<file path="src/rtl/tpu_seq.sv">
// tpu_seq: command sequencer in front of the tpuv1 register port.
// Loads A rows, B rows and optional C-init words from an input stream, fires
// the matmul, waits a fixed latency, then reads C back as an output stream.
//
// Handshakes: a word moves on in_* when in_valid && in_ready at a rising
// clk edge, and on out_* when out_valid && out_ready at a rising clk edge.
// A valid source holds its data stable until the transfer happens; ready may
// depend on state only, never on valid.
module tpu_seq #(
  parameter int DIM       = 8,
  parameter int BITS_C    = 16,
  parameter int ADDRW     = 16,
  parameter int DATAW     = 64,
  parameter int MM_CYCLES = 32
) (
  input  logic             clk,
  input  logic             rst_n,
  input  logic             start,
  input  logic             load_c,
  output logic             busy,
  output logic             done,
  input  logic             in_valid,
  input  logic [DATAW-1:0] in_data,
  output logic             in_ready,
  output logic             out_valid,
  output logic [DATAW-1:0] out_data,
  output logic             out_last,
  input  logic             out_ready,
  output logic             tpu_rw,
  output logic [ADDRW-1:0] tpu_addr,
  output logic [DATAW-1:0] tpu_wdata,
  input  logic [DATAW-1:0] tpu_rdata,
  output logic [2:0]       dbg_state
);

  // Each C row spans C_WPR data words; the address map assumes two.
  localparam int C_WPR   = (DIM * BITS_C) / DATAW;
  localparam int C_WORDS = DIM * C_WPR;
  localparam int CW      = $clog2(C_WORDS) + 1;
  localparam int WW      = $clog2(MM_CYCLES + 1);

  localparam logic [CW-1:0] LAST_AB = CW'(DIM - 1);
  localparam logic [CW-1:0] LAST_C  = CW'(C_WORDS - 1);

  typedef enum logic [2:0] {
    S_IDLE = 3'd0,
    S_LD_A = 3'd1,
    S_LD_B = 3'd2,
    S_LD_C = 3'd3,
    S_MM   = 3'd4,
    S_WAIT = 3'd5,
    S_RD_C = 3'd6,
    S_DONE = 3'd7
  } state_t;

  state_t          state;
  state_t          state_nxt;
  logic [CW-1:0]   idx;
  logic [WW-1:0]   wait_cnt;
  logic            load_c_q;
  logic            rd_issued;
  logic            in_fire;
  logic            out_fire;
  logic            wait_end;
  logic            rd_issue;

  // C word j lives at 0x300 + 16*(j/2) + 8*(j%2).
  function automatic logic [ADDRW-1:0] c_addr(input logic [CW-1:0] j);
    return ADDRW'(16'h300) + (ADDRW'(j >> 1) << 4) + (ADDRW'(j[0]) << 3);
  endfunction

  assign in_ready  = (state == S_LD_A) || (state == S_LD_B) || (state == S_LD_C);
  assign busy      = (state != S_IDLE);
  assign done      = (state == S_DONE);
  assign dbg_state = state;
  assign in_fire   = in_valid && in_ready;
  assign out_fire  = out_valid && out_ready;
  assign wait_end  = (state == S_WAIT) && (wait_cnt == WW'(MM_CYCLES - 1));
  // Next read goes out only once the previous word has been handed off.
  assign rd_issue  = (state == S_RD_C) && !rd_issued && !out_valid;

  // State register.
  always_ff @(posedge clk or negedge rst_n) begin
    if (!rst_n) state <= S_IDLE;
    else        state <= state_nxt;
  end

  // Next-state logic.
  always_comb begin
    state_nxt = state;
    case (state)
      S_IDLE: if (start) state_nxt = S_LD_A;
      S_LD_A: if (in_fire && idx == LAST_AB) state_nxt = S_LD_B;
      S_LD_B: if (in_fire && idx == LAST_AB) state_nxt = load_c_q ? S_LD_C : S_MM;
      S_LD_C: if (in_fire && idx == LAST_C) state_nxt = S_MM;
      S_MM:   state_nxt = S_WAIT;
      S_WAIT: if (wait_end) state_nxt = S_RD_C;
      S_RD_C: if (out_fire && idx == LAST_C) state_nxt = S_DONE;
      S_DONE: state_nxt = S_IDLE;
      default: state_nxt = S_IDLE;
    endcase
  end

  // Word index and latency counters; both restart on every state change.
  always_ff @(posedge clk or negedge rst_n) begin
    if (!rst_n) begin
      idx      <= '0;
      wait_cnt <= '0;
    end else if (state_nxt != state) begin
      idx      <= '0;
      wait_cnt <= '0;
    end else begin
      if (in_fire || ((state == S_RD_C) && out_fire)) idx <= idx + CW'(1);
      if (state == S_WAIT) wait_cnt <= wait_cnt + WW'(1);
    end
  end

  // C-load option is captured only when a command is accepted.
  always_ff @(posedge clk or negedge rst_n) begin
    if (!rst_n)                       load_c_q <= 1'b0;
    else if (state == S_IDLE && start) load_c_q <= load_c;
  end

  // tpuv1 command bus: idle (all zero) unless a single-cycle access is due.
  always_ff @(posedge clk or negedge rst_n) begin
    if (!rst_n) begin
      tpu_rw    <= 1'b0;
      tpu_addr  <= '0;
      tpu_wdata <= '0;
    end else begin
      tpu_rw    <= 1'b0;
      tpu_addr  <= '0;
      tpu_wdata <= '0;
      if (in_fire) begin
        tpu_rw    <= 1'b1;
        tpu_wdata <= in_data;
        case (state)
          S_LD_A:  tpu_addr <= ADDRW'(16'h100) + (ADDRW'(idx) << 3);
          S_LD_B:  tpu_addr <= ADDRW'(16'h200);
          default: tpu_addr <= c_addr(idx);
        endcase
      end else if (state == S_MM) begin
        tpu_addr <= ADDRW'(16'h400);
      end else if (wait_end) begin
        tpu_addr <= c_addr('0);
      end else if (rd_issue) begin
        tpu_addr <= c_addr(idx);
      end
    end
  end

  // Read-back: capture tpu_rdata the cycle after a read address, hold until taken.
  always_ff @(posedge clk or negedge rst_n) begin
    if (!rst_n) begin
      rd_issued <= 1'b0;
      out_valid <= 1'b0;
      out_data  <= '0;
      out_last  <= 1'b0;
    end else begin
      if (wait_end || rd_issue) begin
        rd_issued <= 1'b1;
      end else if (rd_issued) begin
        rd_issued <= 1'b0;
        out_valid <= 1'b1;
        out_data  <= tpu_rdata;
        out_last  <= (idx == LAST_C);
      end
      if (out_fire) begin
        out_valid <= 1'b0;
        out_last  <= 1'b0;
      end
    end
  end

endmodule

</file>
<file path="config.mk">
export PLATFORM = sky130hd
export DESIGN_NAME = tpu_seq
export DESIGN_NICKNAME = d
export VERILOG_FILES = /design/src/rtl/tpu_seq.sv
export SDC_FILE = /design/constraint.sdc
export NUM_CORES = 1
export LEC_CHECK = 0
export CORE_MARGIN = 10
export CORE_UTILIZATION = 37
export CTS_CLUSTER_SIZE = 16
export DETAILED_ROUTE_END_ITERATION = 8
export GPL_TIMING_DRIVEN = 0
export HOLD_SLACK_MARGIN = 0.05
export PLACE_DENSITY = 0.74
export SKIP_CTS_REPAIR_TIMING = 1
export SLEW_MARGIN = 20
export SYNTH_ARGS = -nofsm -noshare
export SYNTH_HDL_FRONTEND = slang
export SYNTH_SLANG_ARGS = --single-unit
</file>
<file path="constraint.sdc">
create_clock -name clk -period 2.3 [get_ports clk]
set_clock_uncertainty 0.15 [all_clocks]
set_input_delay 0.345 -clock clk [delete_from_list [all_inputs] [get_ports clk]]
set_output_delay 0.345 -clock clk [all_outputs]
set_load 0.01 [all_outputs]
</file>
==> run metrics <==
Detailed Place HPWL around 15,000 um; Hold Crit Class in -> reg; Netlist cell types 44; final hold viol count 0; most frequent cell after synthesis dfrtp_1; Register Area 0.00388 sq mm; Clock Sinks 155; first-pass detailed-route iteration total 4; CTS tree built; Post-synth EDFFs 0; die width ~150 um; total number of vias ~4,700; Tmin final 2.30 ns; Buf+Inv Stages, Crit Path 1; Place WS -0.180 ns; fmax 434 MHz; vias in the first global route between 5,000 and 6,000; multi-input logic area about 0.0021 sq mm; IR drop worst, VDD roughly 0.53 mV; Syn-to-layout area delta 66.7%; final wirelength between 15,000 and 20,000 um; Reg-to-Reg End idx[0]; failing checks negative setup slack; CTS max path bufs 2; total track usage around 17%; grt ovf 0; Clk pin slew, worst setup/hold paths around 0.070 ns; Initial DRC Count between 150 and 200; hold_sp in_valid; initial antenna violation count 0; first-pass GRT wire length 28,700 um; # nets final a little under 900; diode count 0; most frequent cells after synthesis dfrtp_1, and3_1, mux2_4, mux2_2, clkbuf_1; most frequent CP cell and3_4; CTS root buffer clkbuf_16; Slew HR between 60% and 70%; Hold WS about 0.16 ns; critical path data required time 2.49 ns; Port Buffers roughly 280; Via density 4.72; Yosys reg bits around 160; FF-to-FF Start idx[0]; Tightest Pin Transition around 0.56 ns; IO Pins approximately 290; total core area about 0.016 sq mm; sequential fraction of the synthesis area 63.0%; crit end category register; Hold Path Depth 3; kind of cell adding the most delay to the critical path compound AO/OA/AOI/OAI gates; CP cell instances ha_2 -> and3_4 -> ha_4 -> and3_4 -> a2111oi_4 -> a21oi_1 -> a21o_2 -> clkbuf_16 -> nor3_4; max cap viols 0; fill count about 1,300; proportion of layout cells with a drive suffix above 1 ~22%; startpoint types register; R2R depth 9; largest area contributor in the netlist dfrtp_1; Starting Density 37.4%; Async SR Flop Fraction 100%; Pwr Total 12.0 mW; Routability Congestion roughly 0.86; Pins Over Slew Limit 0; hold worst-path end tpu_addr[9]; pin count of the biggest net entering global routing 82; Synth Cell Area 0.00616 sq mm; row cnt 47; reg2reg setup slack -0.004 ns; CP max-delay cell dfrtp_1; Die Height roughly 150 um; top cells by area, synth dfrtp_1, mux2_4, and3_1, mux2_2, nor3_2; Pleak 4.79 nW; RSZ-0062 raised after global routing true; Final period util 100%; CP arrival 2.50 ns; Final setup viols 1; Worst-Skew Late Latency about 0.42 ns; Synth top area share between 60 and 70%; CP max FO 6; status finished, violations left; Syn. warnings 0; DRC Markers 0; average wire per standard cell ~20 um; die area roughly 0.022 sq mm; Final TNS setup -0.00363 ns; Final WS setup -0.00363 ns; PwrDens 1170 mW/mm^2; CTS Buf Count 17; WS Path Type reg -> reg; Final ANT Viol Nets 0; syn_area_per_cell approximately 14 sq um; CP peak stage delay 0.40 ns; Post-Syn Instances about 430; H-tree depth 4; main flop type after synthesis dfrtp_1
[flip-flops by register name, indices dropped and copies added, names as in the netlist]
name and flops:
out_data 64, tpu_wdata 64, tpu_addr 8, wait_cnt 6, idx 5, dbg_state 3
load_c_q 1, out_last 1, out_valid 1, rd_issued 1, tpu_rw 1
[per-layer routing]
| layer | up-vias | wire length [um] | GRT usage (%) |
|---|---|---|---|
| met1 | 2307 | 7430 | 18.5 |
| li1 | 2141 | - | - |
| met2 | 185 | 10400 | 28.7 |
| met4 | 0 | 268 | 4.71 |
| met3 | 23 | 1710 | 6.67 |
| met5 | - | 0 | 0 |
[cell families after synthesis]
kind of cell / after synthesis / share of synthesized area (%)
AND/OR/NAND/NOR: 122 / 12.3
flip-flops: 155 / 63.0
adder cells (fa/ha/maj): 3 / 0.610
buffers and inverters: 44 / 4.70
other: 1 / 0.0609
XOR/XNOR: 8 / 1.14
multiplexers: 68 / 14.8
AO/OA/AOI/OAI: 27 / 3.35
[power breakdown]
group	internal, mW	switching [mW]	leakage (nW)
Sequential	3.64	0.471	1.96
Combinational	3.10	2.18	2.58
Clock	1.40	1.20	0.252
[layout by cell type (no fill, tap or decap), types with 4 or more instances in the layout]
cell,netlist,final
inv_1,7,7
clkbuf_16,0,24
mux2i_1,4,4
buf_12,4,6
clkdlybuf4s50_1,0,273
buf_2,5,4
nor2_1,7,7
buf_4,11,24
mux2_4,40,40
dfrtp_1,155,155
xnor2_1,5,5
clkinvlp_4,0,5
nor3_1,4,4
conb_1,1,8
and3_1,67,65
inv_6,0,6
mux2_2,24,24
a21oi_1,6,6
nor3_4,0,9
nand2_1,9,9
nand3_1,8,7
nor2b_1,10,9
clkbuf_1,15,14
[worst reg2reg max path, cell delays in order (launching register included)]
cell and delay, ns:
dfrtp_1 0.40, ha_2 0.20, and3_4 0.18, ha_4 0.17, and3_4 0.18, a2111oi_4 0.30, a21oi_1 0.08, a21o_2 0.26
clkbuf_16 0.19, nor3_4 0.11
[metrics by stage]
stage,instance area (sq um),std cells,util (%)
after floorplan,6180,435,-
after global placement,9230,932,56.1
final,10300,987,62.3
after global routing,10300,987,62.3
after CTS,9800,965,59.5
after detailed placement,9260,933,56.3
[how the worst max path moves through the flow]
| stage | startpoint | to | slack, ns | cells past startpoint |
|---|---|---|---|---|
| 3_3_place_gp | rst_n | tpu_addr[6] | -5.26 | 1 |
| 5_1_grt | idx[0] | idx[0] | -0.11 | 9 |
| 2_1_floorplan | idx[0] | idx[0] | 0.06 | 9 |
| 6_report | idx[0] | idx[0] | -0.004 | 9 |
| 4_1_cts | dbg_state[2] | in_ready | -0.54 | 5 |
| 3_5_place_dp | idx[0] | wait_cnt[5] | -0.18 | 9 |
[area by class of cell]
class,instances,share of cell area (%)
Tap cell,220,2.68
Multi-Input combinational cell,236,20.9
Inverter,8,0.293
Buffer,36,2.82
Timing Repair Buffer,300,30.3
Clock inverter,14,1.09
Clock buffer,18,4.18
Sequential cell,155,37.8
(Power assumes the default switching activity.)
